===== src/rtl/lc3_mem_ctrl_if.sv =====
// CPU-side request/response bundle between the LC-3 datapath (master) and
// the memory access controller (slave).
interface lc3_mem_ctrl_if #(
  parameter int DATA_W = 16
);
  logic              req_rd;
  logic              req_wr;
  logic [15:0]       mar;
  logic [DATA_W-1:0] mdr_in;
  logic              busy;
  logic              done;
  logic              err;
  logic [DATA_W-1:0] rdata;

  modport master (
    output req_rd, req_wr, mar, mdr_in,
    input  busy, done, err, rdata
  );

  modport slave (
    input  req_rd, req_wr, mar, mdr_in,
    output busy, done, err, rdata
  );
endinterface


===== src/rtl/lc3_mem_ctrl.sv =====
// LC-3 main-memory initiator: one-cycle re/we pulses, ready wait with watchdog,
// address range check, and a single-cycle done/err completion to the control FSM.
module lc3_mem_ctrl #(
  parameter int ADDR_W      = 7,
  parameter int DATA_W      = 16,
  parameter int TIMEOUT     = 15,
  parameter int CHECK_RANGE = 1
) (
  input  logic              clk,
  input  logic              rst,
  lc3_mem_ctrl_if.slave     cpu,
  output logic              mem_re_o,
  output logic              mem_we_o,
  output logic [ADDR_W-1:0] mem_raddr_o,
  output logic [ADDR_W-1:0] mem_waddr_o,
  output logic [DATA_W-1:0] mem_d_o,
  input  logic [DATA_W-1:0] mem_q_i,
  input  logic              mem_ready_i
);

  localparam int CNT_W = (TIMEOUT > 1) ? $clog2(TIMEOUT) : 1;
  localparam logic [CNT_W-1:0] CNT_LAST = CNT_W'(TIMEOUT - 1);

  typedef enum logic [2:0] {
    S_HOLD   = 3'd0,
    S_IDLE   = 3'd1,
    S_ISSUE  = 3'd2,
    S_SETTLE = 3'd3,
    S_WAIT   = 3'd4,
    S_DONE   = 3'd5
  } state_e;

  state_e            state_q;
  logic [1:0]        holdoff_q;
  logic [CNT_W-1:0]  cnt_q;
  logic              is_rd_q;
  logic              mem_re_q;
  logic              mem_we_q;
  logic [ADDR_W-1:0] mem_raddr_q;
  logic [ADDR_W-1:0] mem_waddr_q;
  logic [DATA_W-1:0] mem_d_q;
  logic              done_q;
  logic              err_q;
  logic              busy_q;
  logic [DATA_W-1:0] rdata_q;
  logic              range_bad_s;

  assign range_bad_s = (CHECK_RANGE != 0) && (cpu.mar[15:ADDR_W] != {(16-ADDR_W){1'b0}});

  // Access sequencer: every output is a register updated here.
  always_ff @(posedge clk) begin
    if (rst) begin
      state_q     <= S_HOLD;
      holdoff_q   <= 2'd2;
      cnt_q       <= '0;
      is_rd_q     <= 1'b0;
      mem_re_q    <= 1'b0;
      mem_we_q    <= 1'b0;
      mem_raddr_q <= '0;
      mem_waddr_q <= '0;
      mem_d_q     <= '0;
      done_q      <= 1'b0;
      err_q       <= 1'b0;
      busy_q      <= 1'b0;
      rdata_q     <= '0;
    end else begin
      mem_re_q <= 1'b0;
      mem_we_q <= 1'b0;
      done_q   <= 1'b0;
      case (state_q)
        S_HOLD: begin
          if (holdoff_q == 2'd1) begin
            state_q <= S_IDLE;
          end else begin
            holdoff_q <= holdoff_q - 2'd1;
          end
        end
        S_IDLE: begin
          if (cpu.req_rd && cpu.req_wr) begin
            state_q <= S_DONE;
            done_q  <= 1'b1;
            err_q   <= 1'b1;
            busy_q  <= 1'b1;
          end else if (cpu.req_rd ^ cpu.req_wr) begin
            mem_raddr_q <= cpu.mar[ADDR_W-1:0];
            mem_waddr_q <= cpu.mar[ADDR_W-1:0];
            mem_d_q     <= cpu.mdr_in;
            is_rd_q     <= cpu.req_rd;
            busy_q      <= 1'b1;
            if (range_bad_s) begin
              state_q <= S_DONE;
              done_q  <= 1'b1;
              err_q   <= 1'b1;
            end else begin
              state_q  <= S_ISSUE;
              mem_re_q <= cpu.req_rd;
              mem_we_q <= cpu.req_wr;
            end
          end else begin
            state_q <= S_IDLE;
          end
        end
        S_ISSUE: begin
          cnt_q   <= '0;
          state_q <= is_rd_q ? S_SETTLE : S_WAIT;
        end
        // A ready left over from an earlier access may still be visible here.
        S_SETTLE: begin
          state_q <= S_WAIT;
        end
        S_WAIT: begin
          if (mem_ready_i) begin
            state_q <= S_DONE;
            done_q  <= 1'b1;
            if (is_rd_q) begin
              rdata_q <= mem_q_i;
            end else begin
              rdata_q <= rdata_q;
            end
          end else if (cnt_q == CNT_LAST) begin
            state_q <= S_DONE;
            done_q  <= 1'b1;
            err_q   <= 1'b1;
          end else begin
            cnt_q <= cnt_q + {{(CNT_W-1){1'b0}}, 1'b1};
          end
        end
        S_DONE: begin
          state_q <= S_IDLE;
          err_q   <= 1'b0;
          busy_q  <= 1'b0;
        end
        default: begin
          state_q   <= S_HOLD;
          holdoff_q <= 2'd2;
          busy_q    <= 1'b0;
          err_q     <= 1'b0;
        end
      endcase
    end
  end

  assign mem_re_o    = mem_re_q;
  assign mem_we_o    = mem_we_q;
  assign mem_raddr_o = mem_raddr_q;
  assign mem_waddr_o = mem_waddr_q;
  assign mem_d_o     = mem_d_q;
  assign cpu.busy    = busy_q;
  assign cpu.done    = done_q;
  assign cpu.err     = err_q;
  assign cpu.rdata   = rdata_q;

endmodule

===== src/flat_wrapper.sv =====
// flat-port wrapper written by rule: the top's interface ports become plain ports
module lc3_mem_ctrl_flat 
#(
  parameter int ADDR_W      = 7,
  parameter int DATA_W      = 16,
  parameter int TIMEOUT     = 15,
  parameter int CHECK_RANGE = 1
)
  (clk, rst, mem_re_o, mem_we_o, mem_raddr_o, mem_waddr_o, mem_d_o, mem_q_i, mem_ready_i, cpu_req_rd, cpu_req_wr, cpu_mar, cpu_mdr_in, cpu_busy, cpu_done, cpu_err, cpu_rdata);
  lc3_mem_ctrl_if #(.DATA_W(DATA_W)) cpu_i ();
  input  logic clk;
  input  logic rst;
  output logic mem_re_o;
  output logic mem_we_o;
  output logic [ADDR_W-1:0] mem_raddr_o;
  output logic [ADDR_W-1:0] mem_waddr_o;
  output logic [DATA_W-1:0] mem_d_o;
  input  logic [DATA_W-1:0] mem_q_i;
  input  logic mem_ready_i;
  input wire logic [$bits(cpu_i.req_rd)-1:0] cpu_req_rd;
  input wire logic [$bits(cpu_i.req_wr)-1:0] cpu_req_wr;
  input wire logic [$bits(cpu_i.mar)-1:0] cpu_mar;
  input wire logic [$bits(cpu_i.mdr_in)-1:0] cpu_mdr_in;
  output wire logic [$bits(cpu_i.busy)-1:0] cpu_busy;
  output wire logic [$bits(cpu_i.done)-1:0] cpu_done;
  output wire logic [$bits(cpu_i.err)-1:0] cpu_err;
  output wire logic [$bits(cpu_i.rdata)-1:0] cpu_rdata;
  assign cpu_i.req_rd = cpu_req_rd;
  assign cpu_i.req_wr = cpu_req_wr;
  assign cpu_i.mar = cpu_mar;
  assign cpu_i.mdr_in = cpu_mdr_in;
  assign cpu_busy = cpu_i.busy;
  assign cpu_done = cpu_i.done;
  assign cpu_err = cpu_i.err;
  assign cpu_rdata = cpu_i.rdata;
  lc3_mem_ctrl #(.ADDR_W(ADDR_W), .DATA_W(DATA_W), .TIMEOUT(TIMEOUT), .CHECK_RANGE(CHECK_RANGE)) u_core (.clk(clk), .rst(rst), .cpu(cpu_i), .mem_re_o(mem_re_o), .mem_we_o(mem_we_o), .mem_raddr_o(mem_raddr_o), .mem_waddr_o(mem_waddr_o), .mem_d_o(mem_d_o), .mem_q_i(mem_q_i), .mem_ready_i(mem_ready_i));
endmodule

===== config.mk =====
export PLATFORM = sky130hd
export DESIGN_NAME = lc3_mem_ctrl_flat
export DESIGN_NICKNAME = d
export VERILOG_FILES = /design/src/rtl/lc3_mem_ctrl_if.sv /design/src/rtl/lc3_mem_ctrl.sv /design/src/flat_wrapper.sv
export SDC_FILE = /design/constraint.sdc
export NUM_CORES = 1
export LEC_CHECK = 0
export CORE_ASPECT_RATIO = 0.8
export CORE_UTILIZATION = 37
export CTS_CLUSTER_DIAMETER = 80
export DETAILED_ROUTE_END_ITERATION = 10
export PLACE_DENSITY = 0.77
export SLEW_MARGIN = 30
export SYNTH_ARGS = -nofsm -noshare
export SYNTH_HDL_FRONTEND = slang
export SYNTH_SLANG_ARGS = --single-unit
export TNS_END_PERCENT = 50

===== constraint.sdc =====
create_clock -name clk -period 1.7 [get_ports clk]
set_clock_uncertainty 0.15 [all_clocks]
set_input_delay 0.34 -clock clk [delete_from_list [all_inputs] [get_ports clk]]
set_output_delay 0.34 -clock clk [all_outputs]
set_load 0.01 [all_outputs]

## After elaboration in Yosys (flattened, before gate mapping)

Index checks and enable logic that the tools add are counted.
W data, S select, Z words.

- $add $sub $neg: 2
- Eq/ne operators: 15
- Muxes and demuxes: 28
- Bitwise operators: 7
- Reductions and logical operators: 15

Operator list:

| kind | count |
|---|---|
| $mux W3 | 7 |
| $pmux W3 S6 | 1 |
| $mux W1 | 12 |
| $reduce_or A5 Y1 | 2 |
| $reduce_and A3 Y1 | 3 |
| $reduce_bool A9 Y1 | 1 |
| $mux W4 | 2 |
| $pmux W4 S2 | 1 |
| $eq A3 B2 Y1 const B | 2 |
| $eq A3 B3 Y1 const B | 2 |
| $ne A2 B2 Y1 const B | 3 |
| $ne A3 B1 Y1 const B | 2 |
| $not A1 Y1 | 6 |
| $reduce_and A2 Y1 | 3 |
| $reduce_and A5 Y1 | 1 |
| $add A4 B1 Y4 const B | 1 |
| $eq A4 B4 Y1 const B | 1 |
| $ne A2 B1 Y1 const B | 2 |
| $pmux W1 S2 | 2 |
| $pmux W2 S2 | 1 |
| $reduce_or A4 Y1 | 1 |
| $eq A3 B1 Y1 const B | 1 |
| $logic_not A3 Y1 | 1 |
| $ne A3 B2 Y1 const B | 1 |
| other kinds (8) | 8 |

- Register bits: 54
- Output and inout bits: 51
- Logic and storage cells: 79

## Depth between registers and ports, before layout

Gate-level depths: netlist (run 1).

- Depth after elaboration: 5
- Mapped depth: 7
- Gate-level depth less buffers: 6

## Worst setup path after synthesis (run 1)

OpenSTA, ideal clock, no wires.

- Path kind: register to register
- Start: register u_core.cnt_q[0]
- End: register u_core.cnt_q[1]
- Library setup time: 0.070 ns
- Data arrival time: 1.392 ns
- Data required time: 1.480 ns
- Setup slack: 0.087 ns
- Cell stages (with the launch flop): 7
- Buffers on the path: 0
- Cells stage by stage: dfxtp_1 > inv_1 > ha_1 > a31oi_1 > a21oi_1 > or3b_1 > a21oi_1

- Longest elaborated chain between the ends: 4
- Elaborated cells between the ends (all ways): 7

RTL lines:

| item | RTL line | source |
|---|---|---|
| from (decl) | lc3_mem_ctrl.sv:35 | `logic [CNT_W-1:0] cnt_q;` |
| from (signal assigned) | lc3_mem_ctrl.sv:125 | `cnt_q <= cnt_q + {{(CNT_W-1){1'b0}}, 1'b1};` |
| $add A4 B1 Y4 | lc3_mem_ctrl.sv:125 |  |
| $mux W4 | lc3_mem_ctrl.sv:120 | `end else if (cnt_q == CNT_LAST) begin` |
| $mux W4 | lc3_mem_ctrl.sv:112 | `if (mem_ready_i) begin` |
| $pmux W4 S2 | lc3_mem_ctrl.sv:70 | `case (state_q)` |

Several ways; a longest one is shown, not always the timed one. The select of a mux whose other input is x is not followed.
A chain may end at the register's enable or synchronous reset.

## Worst setup path in the final report (run 1)

- Start: register u_core.rdata_q[5] (netlist: u_core.cpu.rdata[5])
- End: output cpu_rdata[5]

RTL lines:

| item | RTL line | source |
|---|---|---|
| from (decl) | lc3_mem_ctrl.sv:45 | `logic [DATA_W-1:0] rdata_q;` |
| from (signal assigned) | lc3_mem_ctrl.sv:116 | `rdata_q <= mem_q_i;` |
| from (signal assigned) | lc3_mem_ctrl.sv:118 | `rdata_q <= rdata_q;` |
| to (decl) | flat_wrapper.sv:27 | `output wire logic [$bits(cpu_i.rdata)-1:0] cpu_rdata;` |

No word-level cell between the ends.

==> reports/metrics.csv, run 1 <==
metric,value,unit
status,finished clean,
fin_nets,437,
grt_most_used_layer,met2,
hold_viol_final,0,
detail_route.wirelength,5870,um
clock-root-buffer,sky130_fd_sc_hd__clkbuf_8,
cp-end-kind,output pin,
timing_worst_setup_path_type,reg -> out,
hpwl,4150,um
yosys-top-cells-area,"sky130_fd_sc_hd__dfxtp_1 49%, sky130_fd_sc_hd__nand2_1 14%, sky130_fd_sc_hd__a21oi_1 11%",
initial_drt_pass_iterations,6,
synth.largest_area_cell,sky130_fd_sc_hd__dfxtp_1,
syn-instance-count,276,
use_met1,0.229,
synth_fp_nets,333,
drt_first_iter_violations,59,
finalMaxSlewViolations,0,
final.period_utilization,0.977,
crit_chain,clkdlybuf4s50_1,
yosys_warnings,0,
setup_violations,0,
combined_global_route_utilization_of_all_metal_layers,0.180,
grt_overflow_total,0,
post-route-drc-count,0,
ant_nets,0,
critical-path-max-stage-delay,0.54,ns
worstPathMaxFanout,2,
synth-main-ff-cell,sky130_fd_sc_hd__dfxtp_1,
total_power,2960,uW
syn_to_final_growth,61.8,%
max_cap_violations,0,
via_per_inst,4.73,
number_of_flops_mapped_to_enable_cells_by_yosys,0,
gp_congestion,0.776,
leakage,0.00189,uW
cts.reportedPaths.clkPinSlew,0.10,ns
ys_async_sr_fraction,0,
grt_max_degree,25,
first_global_vias,1971,
num_clock_sinks,54,
cts-buffers-inserted,5,
synth_largest_type_area_fraction,0.494,
hold_buffers,0,
grt_antenna_before_repair,0,
cts.htree.levels,2,
setup.worst_path.start_class,flop,
rsz0062_at_grt,false,
initial_core_util,0.392,
synth.avg_cell_area,7.93,sq um
dieWidth,88.0,um
cpLargestDelayFamily,buffers and inverters,
post_synth_num_cell_types,33,
fin_area,3540,sq um
portBuffers,103,
cts_tree,built,
worst-endpoint-required,1.21,ns
design.die.area,6230,sq um
worstSkewPairLatency,0.30,ns
die_h,70.8,um
dr_total_vias,2168,
cts-root-to-sink-buffers,2,
hp-class,in -> reg,
timing.max_slew.rel_slack,0.752,
worstPathArrival,1.17,ns
post_cts.repair.setup_buffers,0,
final_layout_size_suffix_gt1_frac,0.0895,
grt_first_pass_wirelength,8820,um
crit_slowest_cell,sky130_fd_sc_hd__clkdlybuf4s50_1,
mappedNetlistArea,2190,sq um
diodes,0,
io-pin-count,104,
fp-row-count,24,
globalRouteMet2Util,0.306,
met3_usage,0.0502,
max_clock_freq,602,MHz
route.detailed.wl_per_inst,12.8,um
vdd_drop_max,0.000449,V
synth.yosys.seq_area_share,0.494,
core-area,5590,sq um
finalCriticalPeriod,1.66,ns
synth.ff_latch_count,54,
power_density,836,nW/um^2
cp.buffers_inverters,1,
timing_worst_slew_pin_value,0.372,ns
placedInstanceArea,3320,sq um
-- synth_stat cells (2+ instances only) --
cell type                  count
sky130_fd_sc_hd__nand2_1      83
sky130_fd_sc_hd__nor4_1        3
sky130_fd_sc_hd__and3_1        2
sky130_fd_sc_hd__a31oi_1       2
sky130_fd_sc_hd__a21oi_1      48
sky130_fd_sc_hd__o21ai_0       3
sky130_fd_sc_hd__nor3_1        6
sky130_fd_sc_hd__xor2_1        2
sky130_fd_sc_hd__clkbuf_1     11
sky130_fd_sc_hd__inv_1         3
sky130_fd_sc_hd__and2_1        2
sky130_fd_sc_hd__nor2_1       13
sky130_fd_sc_hd__buf_2         3
sky130_fd_sc_hd__buf_4         9
sky130_fd_sc_hd__nand3_1       8
sky130_fd_sc_hd__dfxtp_1      54
sky130_fd_sc_hd__nand2b_1      5
sky130_fd_sc_hd__ha_1          4
-- power breakdown --
| part | switching [uW] | leakage, uW | internal (uW) |
|---|---|---|---|
| logic | 368 | 0.00141 | 445 |
| clock network | 401 | 0.0000438 | 278 |
| registers | 98.5 | 0.000437 | 1370 |
| total | 868 | 0.00189 | 2090 |
-- layout by cell type, fill, tap and decap left out, types with 7 or more instances in the layout --
master	n
sky130_fd_sc_hd__nand3_1	7
sky130_fd_sc_hd__a21oi_1	48
sky130_fd_sc_hd__dlygate4sd2_1	8
sky130_fd_sc_hd__nor2_1	13
sky130_fd_sc_hd__buf_4	13
sky130_fd_sc_hd__dlymetal6s2s_1	36
sky130_fd_sc_hd__dfxtp_1	52
sky130_fd_sc_hd__nand2_1	83
sky130_fd_sc_hd__clkdlybuf4s50_1	58
-- cell families after synthesis --
kind of cell / after synthesis / synth area share
fa+ha+maj: 4 / 0.0229
flops: 54 / 0.494
compound gates: 58 / 0.142
xor+xnor: 3 / 0.0120
simple gates: 130 / 0.263
buf+inv: 27 / 0.0669
-- per-stage QoR --
step | setup slack (ns) | TNS (ns) | cells | hold slack [ns] | util
CTS | 0.000485 | 0 | 456 | 0.274 | 0.613
global route | 0.00151 | 0 | 458 | 0.206 | 0.634
floorplan | 0.0872 | 0 | 276 | 0.312 | -
global placement | -0.295 | -8.25 | 449 | 0.291 | 0.595
finish | 0.0386 | 0 | 458 | 0.196 | 0.634
detailed placement | -0.342 | -9.32 | 449 | 0.299 | 0.595
-- worst paths after layout --
check / startpoint / endpoint / slack [ns] / cells past startpoint
worst max register to register: u_core.cnt_q[0] / u_core.cnt_q[1] / 0.08 / 6
worst max-delay path: u_core.cpu.rdata[5] / cpu_rdata[5] / 0.04 / 1
worst min-delay path: cpu_req_wr / u_core.mem_we_o / 0.20 / 2
worst min register to register: u_core.cpu.rdata[1] / u_core.cpu.rdata[1] / 0.31 / 2
-- state kept, by name, summed over array words and instances, names as in the netlist --
register / cells
u_core.cnt_q: 4
u_core.cpu.busy: 1
u_core.cpu.done: 1
u_core.cpu.err: 1
u_core.cpu.rdata: 16
u_core.holdoff_q: 2
u_core.is_rd_q: 1
u_core.mem_d_o: 16
u_core.mem_re_o: 1
u_core.mem_waddr_o: 7
u_core.mem_we_o: 1
u_core.state_q: 3
-- layer usage --
metal | up-vias | share of wire
li1 | 1116 | -
met1 | 971 | 0.44
met2 | 76 | 0.47
met3 | 5 | 0.080
met4 | 0 | 0.0065
met5 | - | 0
-- repair_timing --
action | in CTS | in global routing
pin swaps | 0 | 4
cloned | 0 | 2
hold endpoints to repair | 0 | 0
setup endpoints to repair | 13 | 64
gates resized for setup | 14 | 40
-- final cells by class --
cell class	instances	area, sq um
Fill cell	490	2040
Timing Repair Buffer	121	1260
Sequential cell	54	1080
Multi-Input combinational cell	195	1010
Tap cell	78	97.6
Clock buffer	5	68.8
Inverter	3	11.3
Clock inverter	2	10.0
No activity file was read; power rests on OpenSTA's default activity.
==> run 2: changes to the inputs <==
--- a/config.mk
+++ b/config.mk
@@ -5,11 +5,11 @@
 export SDC_FILE = /design/constraint.sdc
 export NUM_CORES = 1
 export LEC_CHECK = 0
-export CORE_ASPECT_RATIO = 0.8
+export ABC_AREA = 1
 export CORE_UTILIZATION = 37
 export CTS_CLUSTER_DIAMETER = 80
 export DETAILED_ROUTE_END_ITERATION = 10
-export PLACE_DENSITY = 0.77
+export PLACE_DENSITY = 0.76
 export SLEW_MARGIN = 30
 export SYNTH_ARGS = -nofsm -noshare
 export SYNTH_HDL_FRONTEND = slang
==> run 2 against run 1 <==
Critical path depth unchanged. Register-to-register slack better by 0.06 ns. Clock power up 3.2%. Power up 13%. Global-route usage about the same. Combinational power up 38%. Design area up 2.2%. Largest cell class unchanged.
==> reports/metrics.csv, run 2 <==
metric,value,unit,change
yosys-top-cells-area,"sky130_fd_sc_hd__dfxtp_1 47%, sky130_fd_sc_hd__nor2_1 11%, sky130_fd_sc_hd__nand2_1 8.1%",,"was sky130_fd_sc_hd__dfxtp_1 49%, sky130_fd_sc_hd__nand2_1 14%, sky130_fd_sc_hd__a21oi_1 11%"
synth.cells.most_frequent,"69 x sky130_fd_sc_hd__nor2_1, 54 x sky130_fd_sc_hd__dfxtp_1, 49 x sky130_fd_sc_hd__nand2_1, 28 x sky130_fd_sc_hd__o21ai_0, 26 x sky130_fd_sc_hd__a21oi_1",,"was 83 x sky130_fd_sc_hd__nand2_1, 54 x sky130_fd_sc_hd__dfxtp_1, 48 x sky130_fd_sc_hd__a21oi_1, 13 x sky130_fd_sc_hd__nor2_1, 11 x sky130_fd_sc_hd__clkbuf_1"
worst-endpoint-required,1.21,ns,about the same
cp-end-kind,output pin,,unchanged
main_combinational_cell_family_by_area_after_synthesis,simple AND/OR/NAND/NOR gates,,unchanged
timing.max_slew.rel_slack,0.802,,was 0.752
synth.largest_area_cell,sky130_fd_sc_hd__dfxtp_1,,unchanged
first_global_vias,2156,,was 1971
worst_r2r_endpoint,u_core.cnt_q[3],,was u_core.cnt_q[1]
finalHoldWorstSlack,0.190,ns,was 0.196 ns
rrSetupSlack,0.14,ns,was 0.08 ns
finalMaxSlewViolations,0,,unchanged
setup_violations,0,,unchanged
post-synth-top-count-cell,sky130_fd_sc_hd__nor2_1,,was sky130_fd_sc_hd__nand2_1
die_h,80.5,um,was 70.8 um
cts.htree.levels,2,,unchanged
cts.reportedPaths.clkPinSlew,0.09,ns,was 0.10 ns
via_per_inst,4.63,,was 4.73
layout_commonest_cell,sky130_fd_sc_hd__nor2_1,,was sky130_fd_sc_hd__nand2_1
layout.core_utilization,0.611,,was 0.634
post-route-drc-count,0,,unchanged
fin_area,3620,sq um,was 3540 sq um
final_layout_size_suffix_gt1_frac,0.0969,,was 0.0895
gp_congestion,0.842,,was 0.776
timing_worst_slew_pin_value,0.296,ns,was 0.372 ns
dieWidth,80.5,um,was 88.0 um
synth_fp_nets,365,,was 333
most-common-layout-cells,"68 x sky130_fd_sc_hd__nor2_1, 55 x sky130_fd_sc_hd__clkdlybuf4s50_1, 54 x sky130_fd_sc_hd__dfxtp_1",,"was 83 x sky130_fd_sc_hd__nand2_1, 58 x sky130_fd_sc_hd__clkdlybuf4s50_1, 52 x sky130_fd_sc_hd__dfxtp_1"
power_density,922,nW/um^2,was 836 nW/um^2
hold_viol_final,0,,unchanged
crit_chain,clkdlybuf4s50_1,,unchanged
cts_tree,built,,unchanged
max_cap_violations,0,,unchanged
synth-main-ff-cell,sky130_fd_sc_hd__dfxtp_1,,unchanged
crit_slowest_cell,sky130_fd_sc_hd__clkdlybuf4s50_1,,unchanged
num_clock_sinks,54,,unchanged
placedInstanceArea,3410,sq um,was 3320 sq um
hold_depth,3,,was 2
cts-root-to-sink-buffers,2,,unchanged
worstPathArrival,1.16,ns,was 1.17 ns
grt_max_degree,30,,was 25
status,finished clean,,unchanged
cp.buffers_inverters,1,,unchanged
grt_antenna_before_repair,0,,unchanged
synth.avg_cell_area,7.41,sq um,was 7.93 sq um
muxShareOfSynthArea,0,,unchanged
hold_path_startpoint,cpu_req_wr,,unchanged
ant_nets,0,,unchanged
syn_to_final_growth,58.6,%,was 61.8%
fin_nets,469,,was 437
detail_route.wirelength,5700,um,was 5870 um
core-area,5920,sq um,was 5590 sq um
yosys.area_share.simple,0.272,,was 0.263
post_synth_num_cell_types,27,,was 33
ys_async_sr_fraction,0,,unchanged
whs_endpoint,u_core.mem_we_o,,unchanged
grt_overflow_total,0,,unchanged
synth_xor_area_frac,0.00384,,was 0.0120
syn-instance-count,308,,was 276
fp-row-count,28,,was 24
grt_first_pass_wirelength,9290,um,was 8820 um
finalCriticalPeriod,1.65,ns,was 1.66 ns
number_of_flops_mapped_to_enable_cells_by_yosys,0,,unchanged
timing_worst_setup_path_type,reg -> out,,unchanged
yosys.area_share.adder,0.0219,,was 0.0229
post_layout_nonfiller_instances,488,,was 458
worstPathMaxFanout,2,,unchanged
register_area,1080,sq um,about the same
clock-root-buffer,sky130_fd_sc_hd__clkbuf_8,,unchanged
diodes,0,,unchanged
instance_count_after_placement_with_tap_cells_included,478,,was 449
synth_largest_type_area_fraction,0.474,,was 0.494
max_clock_freq,607,MHz,was 602 MHz
io-pin-count,104,,unchanged
design.die.area,6480,sq um,was 6230 sq um
post_synthesis_compound_gate_area_fraction,0.138,,was 0.142
leakage,0.00201,uW,was 0.00189 uW
synth.ff_latch_count,54,,unchanged
route.detailed.wl_per_inst,11.7,um,was 12.8 um
vdd_drop_max,0.000555,V,was 0.000449 V
cts-buffers-inserted,5,,unchanged
synth.yosys.seq_area_share,0.474,,was 0.494
rsz0062_at_grt,false,,unchanged
portBuffers,103,,unchanged
setup.worst_path.start_class,flop,,unchanged
worstRegToRegCells,9,,was 6
fill_cells,548,,was 490
hp-class,in -> reg,,unchanged
mappedNetlistArea,2280,sq um,was 2190 sq um
final.period_utilization,0.969,,was 0.977
cpLargestDelayFamily,buffers and inverters,,unchanged
hpwl,4160,um,was 4150 um
initial_core_util,0.385,,was 0.392
yosys_warnings,0,,unchanged
critical-path-max-stage-delay,0.53,ns,was 0.54 ns
multi_input_comb_area,1040,sq um,was 1010 sq um
initial_drt_pass_iterations,4,,was 6
worstReg2RegStart,u_core.cnt_q[0],,unchanged
combined_global_route_utilization_of_all_metal_layers,0.180,,about the same
dr_total_vias,2258,,was 2168
worstSkewPairLatency,0.29,ns,was 0.30 ns
drt_first_iter_violations,80,,was 59
[run 2: changes by cell type after synthesis, moves of 3 or more]
cell,before,now
sky130_fd_sc_hd__nand2_1,83,49
sky130_fd_sc_hd__nand3_1,8,22
sky130_fd_sc_hd__nor3_1,6,1
sky130_fd_sc_hd__nand2b_1,5,0
sky130_fd_sc_hd__nor2_1,13,69
sky130_fd_sc_hd__a21oi_1,48,26
sky130_fd_sc_hd__nand2_2,0,4
sky130_fd_sc_hd__inv_2,0,4
sky130_fd_sc_hd__o21ai_0,3,28
sky130_fd_sc_hd__nor4_1,3,0
sky130_fd_sc_hd__clkbuf_1,11,5
sky130_fd_sc_hd__inv_1,3,17
[run 2: cell type report]
type	instances	area share
multi-input cells	214	0.288
well taps	75	0.0259
clock buffers	5	0.0190
inverters	21	0.0232
flip-flops and latches	54	0.299
clock inverters	3	0.00588
repair buffers	116	0.339
[run 2: through the flow]
stage | setup slack [ns] | TNS [ns] | power [uW]
2_1_floorplan | 0.190 | 0 | 2170
3_3_place_gp | -0.370 | -11.19 | 2650
3_5_place_dp | -0.439 | -12.97 | 2680
4_1_cts | 0.00127 | 0 | 3380
5_1_grt | 0.00222 | 0 | 3570
6_report | 0.0522 | 0 | 3340
[run 2: cells by family after synthesis]
| logic type | count (synthesis) |
|---|---|
| xor gates and xnor gates | 1 |
| DFF | 54 |
| and+or+nand+nor | 148 |
| buffers and inverters | 41 |
| adders and majority gates | 4 |
| AOI/OAI and AO/OA | 60 |
[run 2: worst max path at each step]
stage,start,end,slack [ns],cells past startpoint
after floorplan,cpu_req_wr,u_core.mem_d_o[0],0.19,7
after global placement,cpu_req_wr,u_core.mem_waddr_o[2],-0.37,8
after detailed placement,cpu_req_wr,u_core.mem_d_o[3],-0.44,8
after CTS,u_core.mem_waddr_o[6],mem_raddr_o[6],0.001,1
after global routing,u_core.mem_re_o,mem_re_o,0.002,1
final,u_core.cpu.rdata[1],cpu_rdata[1],0.05,1
[run 2: report_power, final]
group / internal, uW / leakage, uW / switching (uW) / total [uW]
clock network: 290 / 0.0000441 / 411 / 701
logic: 545 / 0.00153 / 578 / 1120
registers: 1420 / 0.000437 / 96.8 / 1510
total: 2250 / 0.00201 / 1090 / 3340
[run 2: layer usage]
layer / part of all wire / vias up / global-route usage
met3: 0.067 / 9 / 0.0500
met5: 0 / - / 0
met4: 0.012 / 0 / 0.0482
met2: 0.48 / 68 / 0.327
li1: - / 1187 / -
met1: 0.44 / 994 / 0.205
[run 2: what timing repair did]
item,in CTS,in global routing
buffers inserted,1,0
setup endpoints to repair,42,60
pin swaps,3,2
gates resized for setup,23,49
hold endpoints to repair,0,0
gates cloned,1,0
hold buffers,0,0
